### config.mk
export PLATFORM = sky130hd
export DESIGN_NAME = eop_skew_monitor
export DESIGN_NICKNAME = d
export VERILOG_FILES = /design/src/rtl/eop_skew_monitor.sv
export SDC_FILE = /design/constraint.sdc
export NUM_CORES = 1
export LEC_CHECK = 0
export ABC_AREA = 1
export CORE_MARGIN = 2
export CORE_UTILIZATION = 50
export CTS_CLUSTER_DIAMETER = 150
export DETAILED_ROUTE_END_ITERATION = 16
export PLACE_DENSITY = 0.73
export REMOVE_ABC_BUFFERS = 1
export SLEW_MARGIN = 20
export SYNTH_ARGS = -nofsm -noshare
export SYNTH_HDL_FRONTEND = slang
export SYNTH_SLANG_ARGS = --single-unit
### constraint.sdc
create_clock -name sys_clk -period 4.14 [get_ports sys_clk]
set_input_delay 0.828 -clock sys_clk [delete_from_list [all_inputs] [get_ports sys_clk]]
set_output_delay 0.828 -clock sys_clk [all_outputs]
set_load 0.05 [all_outputs]
### src/rtl/eop_skew_monitor.sv
// Windowed sampling monitor for the two_chains inverter pair.
// Counts XOR-high, A/B mismatch and A-transition cycles, holding results for readout.
module eop_skew_monitor #(
  parameter int CNT_W       = 16,
  parameter int WINDOW      = 1024,
  parameter int SYNC_STAGES = 2
) (
  input  logic             sys_clk,
  input  logic             sys_rst,
  input  logic             start,
  input  logic             output_A,
  input  logic             output_B,
  input  logic             output_XOR,
  output logic             busy,
  output logic             result_valid,
  output logic [CNT_W-1:0] xor_count,
  output logic [CNT_W-1:0] mismatch_count,
  output logic [CNT_W-1:0] a_edge_count,
  output logic             saturated
);

  localparam int WIN_W = $clog2(WINDOW + 1);
  localparam int ARM_W = $clog2(SYNC_STAGES + 1);

  localparam logic [1:0] S_IDLE  = 2'd0;
  localparam logic [1:0] S_ARM   = 2'd1;
  localparam logic [1:0] S_COUNT = 2'd2;
  localparam logic [1:0] S_DONE  = 2'd3;

  localparam logic [WIN_W-1:0] WIN_LAST = WIN_W'(WINDOW);
  localparam logic [ARM_W-1:0] ARM_LAST = ARM_W'(SYNC_STAGES - 1);
  localparam logic [CNT_W-1:0] CNT_MAX  = {CNT_W{1'b1}};
  localparam logic [CNT_W-1:0] CNT_ONE  = CNT_W'(1);

  logic [SYNC_STAGES-1:0] r_sync_a;
  logic [SYNC_STAGES-1:0] r_sync_b;
  logic [SYNC_STAGES-1:0] r_sync_x;
  logic                   r_a_prev;

  logic [1:0]       r_state;
  logic [1:0]       w_next;
  logic [ARM_W-1:0] r_arm_cnt;
  logic [WIN_W-1:0] r_win_cnt;

  logic [CNT_W-1:0] r_xor_cnt;
  logic [CNT_W-1:0] r_mis_cnt;
  logic [CNT_W-1:0] r_edge_cnt;
  logic             r_sat;
  logic             r_valid;

  logic w_a_s;
  logic w_b_s;
  logic w_x_s;
  logic w_accept;
  logic w_counting;
  logic w_win_end;
  logic w_xor_inc;
  logic w_mis_inc;
  logic w_edge_inc;
  logic w_xor_full;
  logic w_mis_full;
  logic w_edge_full;
  logic w_overflow;

  assign w_a_s = r_sync_a[SYNC_STAGES-1];
  assign w_b_s = r_sync_b[SYNC_STAGES-1];
  assign w_x_s = r_sync_x[SYNC_STAGES-1];

  always_ff @(posedge sys_clk or posedge sys_rst) begin
    if (sys_rst) begin
      r_sync_a <= '0;
      r_sync_b <= '0;
      r_sync_x <= '0;
      r_a_prev <= 1'b0;
    end else begin
      r_sync_a <= {r_sync_a[SYNC_STAGES-2:0], output_A};
      r_sync_b <= {r_sync_b[SYNC_STAGES-2:0], output_B};
      r_sync_x <= {r_sync_x[SYNC_STAGES-2:0], output_XOR};
      r_a_prev <= w_a_s;
    end
  end

  assign w_accept   = (r_state == S_IDLE) && start;
  // The extra COUNT cycle at win_cnt == WINDOW only hands over to DONE.
  assign w_win_end  = (r_win_cnt == WIN_LAST);
  assign w_counting = (r_state == S_COUNT) && !w_win_end;

  assign w_xor_inc  = w_counting && w_x_s;
  assign w_mis_inc  = w_counting && (w_a_s ^ w_b_s);
  assign w_edge_inc = w_counting && (w_a_s ^ r_a_prev);

  assign w_xor_full  = (r_xor_cnt == CNT_MAX);
  assign w_mis_full  = (r_mis_cnt == CNT_MAX);
  assign w_edge_full = (r_edge_cnt == CNT_MAX);

  assign w_overflow = (w_xor_inc && w_xor_full)
                   || (w_mis_inc && w_mis_full)
                   || (w_edge_inc && w_edge_full);

  always_comb begin
    w_next = r_state;
    unique case (r_state)
      S_IDLE:  if (start) w_next = S_ARM;
      S_ARM:   if (r_arm_cnt == ARM_LAST) w_next = S_COUNT;
      S_COUNT: if (w_win_end) w_next = S_DONE;
      S_DONE:  w_next = S_IDLE;
      default: w_next = S_IDLE;
    endcase
  end

  always_ff @(posedge sys_clk or posedge sys_rst) begin
    if (sys_rst) begin
      r_state <= S_IDLE;
    end else begin
      r_state <= w_next;
    end
  end

  always_ff @(posedge sys_clk or posedge sys_rst) begin
    if (sys_rst) begin
      r_arm_cnt <= '0;
    end else if (w_accept) begin
      r_arm_cnt <= '0;
    end else if (r_state == S_ARM) begin
      r_arm_cnt <= r_arm_cnt + ARM_W'(1);
    end
  end

  always_ff @(posedge sys_clk or posedge sys_rst) begin
    if (sys_rst) begin
      r_win_cnt <= '0;
    end else if (r_state == S_ARM) begin
      r_win_cnt <= '0;
    end else if (w_counting) begin
      r_win_cnt <= r_win_cnt + WIN_W'(1);
    end
  end

  always_ff @(posedge sys_clk or posedge sys_rst) begin
    if (sys_rst) begin
      r_xor_cnt <= '0;
    end else if (w_accept) begin
      r_xor_cnt <= '0;
    end else if (w_xor_inc && !w_xor_full) begin
      r_xor_cnt <= r_xor_cnt + CNT_ONE;
    end
  end

  always_ff @(posedge sys_clk or posedge sys_rst) begin
    if (sys_rst) begin
      r_mis_cnt <= '0;
    end else if (w_accept) begin
      r_mis_cnt <= '0;
    end else if (w_mis_inc && !w_mis_full) begin
      r_mis_cnt <= r_mis_cnt + CNT_ONE;
    end
  end

  always_ff @(posedge sys_clk or posedge sys_rst) begin
    if (sys_rst) begin
      r_edge_cnt <= '0;
    end else if (w_accept) begin
      r_edge_cnt <= '0;
    end else if (w_edge_inc && !w_edge_full) begin
      r_edge_cnt <= r_edge_cnt + CNT_ONE;
    end
  end

  always_ff @(posedge sys_clk or posedge sys_rst) begin
    if (sys_rst) begin
      r_sat <= 1'b0;
    end else if (w_accept) begin
      r_sat <= 1'b0;
    end else if (w_overflow) begin
      r_sat <= 1'b1;
    end
  end

  always_ff @(posedge sys_clk or posedge sys_rst) begin
    if (sys_rst) begin
      r_valid <= 1'b0;
    end else if (w_accept) begin
      r_valid <= 1'b0;
    end else if ((r_state == S_COUNT) && w_win_end) begin
      r_valid <= 1'b1;
    end
  end

  assign busy           = (r_state != S_IDLE);
  assign result_valid   = r_valid;
  assign xor_count      = r_xor_cnt;
  assign mismatch_count = r_mis_cnt;
  assign a_edge_count   = r_edge_cnt;
  assign saturated      = r_sat;

endmodule

Word level (Yosys, flattened, before mapping) --
Cells that the tools add are included.
Storage, ports and cells: register bits 72, input bits 6, output and inout bits 51, logic and storage cells 76
Cells by class: $add $sub $neg 5, eq/ne operators 11, muxes and demuxes 18, bitwise operators 2, reduce and logical (&&, ||, !) cells 28
Operators with widths (number):
- 16-bit 2-to-1 mux | 6
- 16-bit by 1-bit adder with 16-bit output, second input constant | 3
- 16-bit equality test, second input constant | 3
- 11-bit 2-to-1 mux | 2
- 2-bit nonzero test | 8
- 1-bit logical AND | 12
- 11-bit by 1-bit adder with 11-bit output, second input constant | 1
- 11-bit equality test, second input constant | 1
- 2-bit 2-to-1 mux | 5
- 2-bit case mux with 4 select lines | 1
- 2-bit != test, second input constant | 3
- 2-bit by 1-bit equality test with 1-bit output, second input constant | 2
- 2-bit equality test, second input constant | 2
- 1-bit logical NOT | 4
- 1-bit 2-to-1 mux | 4
- 3-bit AND reduction | 1
- 2-bit by 1-bit adder with 2-bit output, second input constant | 1
- 2-bit logical NOT | 1
- 1-bit logical OR | 2
- 1-bit XOR | 2

Logic depth before layout (Yosys ltp) --
Gate-level depths: netlist (run 1).
depth after elaboration 9, gate-level depth with buffers 10, gate-level depth less buffers 10

Least setup slack after synthesis (run 1) --
OpenSTA, ideal clock, no wires.
kind register -> register, start register r_mis_cnt[0] (netlist: mismatch_count[0]), end register r_mis_cnt[3] (netlist: mismatch_count[3]), library setup time 0.119 ns, arrival time 1.815 ns, required time 4.021 ns, path slack 2.206 ns, stages on the path, launching flop included 10, path buffers 1, period minus slack after synthesis 1.934 ns, cells stage by stage dfrtp_1 ha_1 nand3_2 nor2_4 nand4_2 nand3_4 inv_2 buf_6 nand3b_1 nand2_1
On the way: word-level cells in the longest chain between the ends 4, elaborated cells on any way between the ends 7, those cells by class add/sub (1); eq/ne (1); mux (2); reduce/logical (3)
RTL lines:
- start, declared | line 46 | logic [CNT_W-1:0] r_mis_cnt;
- start signal, assigned | line 155 | r_mis_cnt <= r_mis_cnt + CNT_ONE;
- branches (longest 4 deep; another with 16-bit by 1-bit adder with 16-bit output)
Parallel ways; which one is timed is not known. The select of a mux whose other input is x is not followed. A chain may end at the register's enable or synchronous reset.

Worst setup path after layout (run 1) --
start register r_state[0], end output busy
On the way: word-level cells in the longest chain between the ends 1
RTL lines:
- start, declared | line 40 | logic [1:0] r_state;
- start signal, assigned | line 115 | r_state <= w_next;
- 2-bit nonzero test | line 189 | assign busy = (r_state != S_IDLE);
- end, declared | line 14 | output logic busy,
Every way passes these cells.

==> results_dict.tcl, run 1 <==
set metrics [dict create \
    status "finished, final reports clean" \
    async_reset_ff_frac 1.000 \
    power.leakage_nw 2.444 \
    synth_edf_count 0 \
    fin_skew_ns 0.01313 \
    hold_buffers 0 \
    yosysTopAreaCellShare 0.4087 \
    viasPerCell 5.363 \
    drt_iter0_markers 131 \
    endpoint_kind "output port" \
    cts_tree "done" \
    slew_headroom 0.3809 \
    synthDistinctLibCells 33 \
    n_fill_cell 790 \
    die_y_um 97.90 \
    synth_flop_cell "dfrtp_1" \
    cts.repair.resized 0 \
    place_inst 697 \
    fmax_mhz 368.2 \
    mappedNetlistArea_sq_um 4408 \
    drc 0 \
    slowest_delay_ns 0.80 \
    worst_slew_pin_slew_ns 0.9286 \
    drt-total-wl_um 9432 \
    place_hpwl_um 6357 \
    clk_latency_ns 0.35 \
    port_buffers 56 \
    min_path_type "flop to flop" \
    synth-seq-area-share 0.4087 \
    die_x_um 97.90 \
    n_antenna_cell 0 \
    fin_cells 713 \
    htreeDepth 3 \
    final_util 0.6034 \
    rr_startpoint "r_win_cnt[0]" \
    start_util 0.5104 \
    area_growth_pct 18.22 \
    critPathMaxFanout 4 \
    worstSetupStartpoint "r_state[0]" \
    rows 34 \
    crit_type "flop to output port" \
    core_area_sq_um 8636 \
    critPathBufInv 3 \
    fin_crit_ns 2.716 \
    gp_congestion 0.8808 \
    antenna_found_initial 0 \
    postSynthCellCount 548 \
    cts-root-buf "clkbuf_8" \
    cts.path.max_buffers 2 \
    cp_common_cell "inv_1" \
    reg2reg_depth 9 \
    crit_cells 4 \
    p_per_area_nw_per_um2 396.8 \
    drv_slew 0 \
    p_total_mw 2.068 \
    rsz0062_at_grt "false" \
    grt_pass1_vias 3682 \
    dieArea_sq_um 9583 \
    max-vdd-ir-drop_v 0.0002730 \
    holdPathStages 0 \
    worstPathArrival_ns 1.89 \
    path_cells "inv_1 > ha_1 > inv_1 > clkdlybuf4s50_1" \
    syn_avg_cell_area_sq_um 8.044 \
    start_kind "flop" \
    nets 616 \
    drtAntennaViolNets 0 \
    finalSetupTns_ns 0 \
    track_usage 0.2048 \
    grt_max_degree 73 \
    maxCapViolCount 0 \
    io_pins 57 \
    path_delay_family "buffers and inverters" \
    ys_warn_count 0 \
    finalSetupViolations 0 \
    drive_gt1_frac 0.07273 \
    vias 3824 \
    slowest_stage "clkdlybuf4s50_1" \
    synth_top_area_cell "dfrtp_1" \
    drt-pass1-iter-count 4 \
    grt_pass1_wl_um 16470 \
    grt_overflow 0 \
    post_cts_buffers 0 \
    cts_made_buffers 9 \
    avgRoutedWirePerCell_um 13.23 \
    fin_crit_sh 0.6560 \
    finalHoldViolations 0 \
    cts.clk_slew.worst_paths_ns 0.07 \
    cp.required_ns 3.31 \
    min_from "r_sync_x[0]" \
    clock-sinks 72 \
    synthTopCellsByArea "dfrtp_1 41%, nand2_1 11%, nand3_1 11%, xor2_1 7.7%, nand3b_1 5.3%" \
    ys_ff_latch 72 \
]
==> cells in the final DEF (no fill, tap or decap), types with 2 or more instances in the layout <==
| cell type | instances |
|---|---|
| nand3_1 | 94 |
| nor2_2 | 6 |
| nand3b_1 | 31 |
| ha_1 | 10 |
| clkdlybuf4s50_1 | 56 |
| xor2_1 | 39 |
| nor2_4 | 5 |
| nor3_1 | 6 |
| xnor2_1 | 4 |
| o21ai_0 | 11 |
| nand4_1 | 10 |
| nand3_4 | 2 |
| nor2_1 | 53 |
| clkinv_2 | 2 |
| clkbuf_8 | 10 |
| inv_1 | 36 |
| dfrtp_1 | 72 |
| buf_4 | 3 |
| a21oi_1 | 2 |
| nand2_2 | 3 |
| o21bai_1 | 2 |
| nand2_1 | 129 |
| nand3_2 | 3 |
| inv_2 | 3 |
==> layer usage <==
layer,track usage,vias to the layer above,wire [um]
met3,0.03722,7,348
li1,-,1904,-
met2,0.3388,80,4584
met4,0.06090,0,95
met5,0,-,0
met1,0.2766,1833,4403
==> where the power goes <==
group	switching, mW	internal, mW
logic	0.497	0.188
registers	0.0571	0.761
clock network	0.270	0.294
total	0.825	1.24
==> state kept, by name, summed over array words and instances, names as in the netlist <==
signal and count:
a_edge_count 16, mismatch_count 16, r_a_prev 1, r_arm_cnt 2, r_state 2, r_sync_a 2, r_sync_b 2, r_sync_x 2
r_win_cnt 11, result_valid 1, saturated 1, xor_count 16
==> layout make-up <==
class | instances | area, sq um | area share
inverter | 39 | 146.4 | 0.02809
clock buffer | 11 | 141.4 | 0.02713
timing repair buffer | 59 | 583.1 | 0.1119
multi-input combinational | 419 | 2347 | 0.4504
clock inverter | 5 | 56.30 | 0.01080
tap | 108 | 135.1 | 0.02593
sequential | 72 | 1802 | 0.3457
==> cell usage after synthesis, types with 6 or more instances <==
cell type,instances
clkbuf_1,9
dfrtp_1,72
ha_1,10
inv_1,37
nand2_1,130
nand3_1,94
nand3b_1,31
nand4_1,10
nor2_1,53
nor2_2,6
nor3_1,6
o21ai_0,11
xor2_1,39
==> cells by family (layout without fill, tap and decap cells) <==
logic type	Yosys count	count (layout)	synth area share
AOI/OAI and AO/OA	20	20	0.02952
buffers and inverters	57	114	0.05932
adders and majority gates	10	10	0.02838
xor gates and xnor gates	43	43	0.08544
and+or+nand+nor	346	346	0.3886
DFF	72	72	0.4087
==> stage by stage <==
step                area (sq um)  hold slack, ns  setup slack [ns]
detailed placement          5014          0.3347             1.756
finish                      5211          0.3521             1.424
global route                5211          0.3621             1.356
CTS                         5211          0.3517             1.404
floorplan                   4293          0.3312             1.275
global placement            5014          0.3341             1.817
==> worst paths after layout <==
check | end | slack, ns
hold / removal | r_sync_x[1] | 0.35
max in group asynchronous | xor_count[3] | 2.45
setup / recovery | busy | 1.42
setup reg to reg | mismatch_count[15] | 2.10
hold reg to reg | r_sync_x[1] | 0.35
min in group asynchronous | mismatch_count[13] | 1.04
Power figures use the tool's default switching activity.
==> run 2, diff against run 1 <==
Clock period 4.14 ns to 2.5 ns, I/O delays scaled along.
==> results_dict.tcl, run 2 (synthesis gave the netlist of run 1 again) <==
set metrics [dict create \
    cts.path.max_buffers 2 \
    rows 34 \
    grt_pass1_wl_um 16770 \
    p_per_area_nw_per_um2 656.4 \
    crit_type "flop to output port" \
    clk_latency_ns 0.36 \
    cts.repair.resized 0 \
    timing.hold.ws_ns 0.3512 \
    finalSetupTns_ns 0 \
    finalHoldViolations 0 \
    n_fill_cell 790 \
    die_y_um 97.90 \
    die_x_um 97.90 \
    final_util 0.6043 \
    seq_area_sq_um 1802 \
    grt_max_degree 99 \
    port_buffers 56 \
    fin_crit_ns 2.386 \
    io_pins 57 \
    finalSetupViolations 0 \
    cts_made_buffers 9 \
    place_hpwl_um 6303 \
    cts-root-buf "clkbuf_8" \
    area_growth_pct 18.39 \
    nets 615 \
    fin_skew_ns 0.01816 \
    layout_commonest_cell "nand2_1" \
    critPathMaxFanout 4 \
    viasPerCell 5.378 \
    drc 0 \
    cts.clk_slew.worst_paths_ns 0.08 \
    holdPathStages 0 \
    dp_slack_ns 0.4932 \
    endpoint_kind "output port" \
    drv_slew 0 \
    drive_gt1_frac 0.06799 \
    start_util 0.5104 \
    dieArea_sq_um 9583 \
    fmax_mhz 419.1 \
    vias 3824 \
    clock-sinks 72 \
    maxCapViolCount 0 \
    cts_tree "done" \
    drt-total-wl_um 9477 \
    start_kind "flop" \
    fin_crit_sh 0.9543 \
    antenna_found_initial 0 \
    n_antenna_cell 0 \
    htreeDepth 3 \
    power.leakage_nw 2.444 \
    slew_headroom 0.6618 \
    rsz0062_at_grt "false" \
    place_inst 696 \
    drt-pass1-iter-count 4 \
    mostFrequentLayoutCells "129 x nand2_1, 94 x nand3_1, 72 x dfrtp_1" \
    worst_slew_pin_slew_ns 0.5057 \
    fin_cells 711 \
    stdcell_area_sq_um 5219 \
    multi_input_area_sq_um 2347 \
    max-vdd-ir-drop_v 0.0004199 \
    p_total_mw 3.426 \
    core_area_sq_um 8636 \
    reg2reg_depth 9 \
    gp_congestion 0.8550 \
    post_cts_buffers 0 \
    avgRoutedWirePerCell_um 13.33 \
    drt_iter0_markers 149 \
    setup_ws_ns 0.1142 \
    status "finished, final reports clean" \
    grt_overflow 0 \
    min_path_type "flop to flop" \
    drtAntennaViolNets 0 \
    cp.required_ns 2.00 \
    hold_buffers 0 \
    worstPathArrival_ns 1.89 \
    track_usage 0.2080 \
    grt_pass1_vias 3700 \
    place_area_sq_um 5031 \
]
## run 2: changes by cell type in the layout (fill, tap and decap cells not counted), sizes merged
cell	change
clkinv	-2
clkbuf	+1
buf	-1
## run 2: final timing paths
path	start	slack, ns	to
max in group asynchronous	sys_rst	1.66	a_edge_count[15]
min in group asynchronous	sys_rst	0.54	mismatch_count[10]
worst min register to register	r_sync_a[0]	0.35	r_sync_a[1]
worst max-delay path	r_state[0]	0.11	busy
worst max register to register	r_win_cnt[0]	0.49	mismatch_count[3]
worst min-delay path	r_sync_a[0]	0.35	r_sync_a[1]
## run 2: area by class of cell
class / instances / share of cell area
Timing Repair Buffer: 58 / 0.1151
Multi-Input combinational cell: 419 / 0.4498
Inverter: 39 / 0.02805
Clock inverter: 3 / 0.008152
Sequential cell: 72 / 0.3452
Tap cell: 108 / 0.02589
Clock buffer: 12 / 0.02781
## run 2: report_power, final
group	switching [mW]	internal, mW	total, mW
Clock	0.442	0.482	0.924
Sequential	0.0967	1.26	1.36
Combinational	0.825	0.320	1.14
## run 2: routing by layer
| metal | track usage | vias up | wire, um |
|---|---|---|---|
| met3 | 0.04796 | 10 | 464 |
| met2 | 0.3446 | 92 | 4639 |
| met1 | 0.2763 | 1829 | 4268 |
| met5 | 0 | - | 0 |
| li1 | - | 1893 | - |
| met4 | 0.05449 | 0 | 104 |
## run 2: critical path: stages (launching register included)
cell and delay, ns:
dfrtp_1 0.35, inv_1 0.08, ha_1 0.23, inv_1 0.08, clkdlybuf4s50_1 0.80
==> run 3, diff against run 2 <==
--- a/constraint.sdc
+++ b/constraint.sdc
@@ -3,2 +3,2 @@
 set_output_delay 0.5 -clock sys_clk [all_outputs]
-set_load 0.05 [all_outputs]
+set_load 0.02 [all_outputs]
==> results_dict.tcl, run 3 (synthesis gave the netlist of run 1 again) <==
set metrics [dict create \
    grt_max_degree 73 \
    start_util 0.5104 \
    drc 0 \
    cts-root-buf "clkbuf_8" \
    drt-pass1-iter-count 4 \
    use_met1 0.2825 \
    n_fill_cell 793 \
    p_per_area_nw_per_um2 645.6 \
    area_growth_pct 19.22 \
    grt_pass1_wl_um 16730 \
    cts.clk_slew.worst_paths_ns 0.08 \
    fin_crit_ns 2.193 \
    finalSetupViolations 0 \
    io_pins 57 \
    cts_made_buffers 9 \
    slowest_stage "clkdlybuf4s50_1" \
    slew_headroom 0.6819 \
    vias 3812 \
    worst_slew_pin_slew_ns 0.4749 \
    fmax_mhz 456.1 \
    cts.path.max_buffers 2 \
    finalSetupTns_ns 0 \
    cts.repair.resized 0 \
    grt_pass1_vias 3689 \
    maxCapViolCount 0 \
    critPathMaxFanout 4 \
    setup_ws_ns 0.3074 \
    slowest_delay_ns 0.60 \
    rows 34 \
    clock-sinks 72 \
    die_y_um 97.90 \
    worstPathArrival_ns 1.69 \
    cp_common_cell "inv_1" \
    port_buffers 56 \
    gp_congestion 0.8815 \
    die_x_um 97.90 \
    cp.required_ns 2.00 \
    cts_tree "done" \
    rsz0062_at_grt "false" \
    avgRoutedWirePerCell_um 13.14 \
    drive_gt1_frac 0.07438 \
    place_hpwl_um 6429 \
    max-vdd-ir-drop_v 0.0003412 \
    hold_buffers 0 \
    fin_crit_sh 0.8771 \
    start_kind "flop" \
    drt_iter0_markers 68 \
    endpoint_kind "output port" \
    gr-usage-met2 0.3430 \
    grt_overflow 0 \
    mostFrequentLayoutCells "129 x nand2_1, 94 x nand3_1, 72 x dfrtp_1" \
    layout_commonest_cell "nand2_1" \
    drv_slew 0 \
    nets 616 \
    drtAntennaViolNets 0 \
    power.leakage_nw 2.464 \
    core_area_sq_um 8636 \
    path_cells "inv_1 > ha_1 > inv_1 > clkdlybuf4s50_1" \
    fin_skew_ns 0.01240 \
    status "finished, final reports clean" \
    crit_type "flop to output port" \
    clk_latency_ns 0.35 \
    track_usage 0.2074 \
    globalRouteMet3Util 0.03221 \
    dieArea_sq_um 9583 \
    busiest_layer "met2" \
    n_antenna_cell 0 \
    min_path_type "flop to flop" \
    dp_slack_ns 0.5224 \
    drt-total-wl_um 9366 \
    post_cts_buffers 0 \
    finalHoldViolations 0 \
    viasPerCell 5.346 \
    htreeDepth 3 \
    antenna_found_initial 0 \
]
## run 3: changes by cell type in the layout (fill, tap and decap cells not counted), sizes merged
cell / previous run / this run
buf: 2 / 3
clkinv: 1 / 2
## run 3: path summary, 6_finish.rpt
kind / from / endpoint / slack [ns] / cells after the start
max: r_state[0] / busy / 0.31 / 4
max reg2reg: r_win_cnt[0] / mismatch_count[12] / 0.49 / 9
min: r_sync_b[0] / r_sync_b[1] / 0.35 / 0
min reg2reg: r_sync_b[0] / r_sync_b[1] / 0.35 / 0
min in group asynchronous: sys_rst / r_arm_cnt[1] / 0.53 / 3
max in group asynchronous: sys_rst / xor_count[1] / 1.63 / 3
## run 3: where the power goes
part | leakage (nW) | total [mW] | internal, mW | switching, mW
logic | 1.38 | 1.04 | 0.327 | 0.709
registers | 0.978 | 1.36 | 1.26 | 0.0989
clock network | 0.109 | 0.999 | 0.543 | 0.455
## run 3: per-stage QoR
stage,hold slack [ns],power [mW],util,cell area [sq um],cells
6_report,0.3511,3.393,0.6085,5255,713
5_1_grt,0.3614,3.599,0.6085,5255,713
4_1_cts,0.3537,3.412,0.6085,5255,713
3_5_place_dp,0.3358,2.417,0.5835,5039,697
3_3_place_gp,0.3347,2.380,0.5835,5039,697
2_1_floorplan,0.3312,2.054,-,4293,530
## run 3: final cells by class
type                            instances  area, sq um  area share
Inverter                               39        146.4     0.02786
Clock buffer                           12        165.2     0.03143
Clock inverter                          4        51.30    0.009762
Multi-Input combinational cell        419         2347      0.4467
Sequential cell                        72         1802      0.3429
Timing Repair Buffer                   59        608.1      0.1157
Tap cell                              108        135.1     0.02571
## run 3: critical path, delay by kind of cell, from the launching register on
family | cells | cell delay [ns]
adders and majority gates | 1 | 0.24
DFF | 1 | 0.35
buffers and inverters | 3 | 0.77
## run 3: per-layer routing
metal,up-vias,part of all wire
met5,-,0
met4,0,0.011
met3,12,0.035
met2,69,0.48
met1,1832,0.47
li1,1899,-
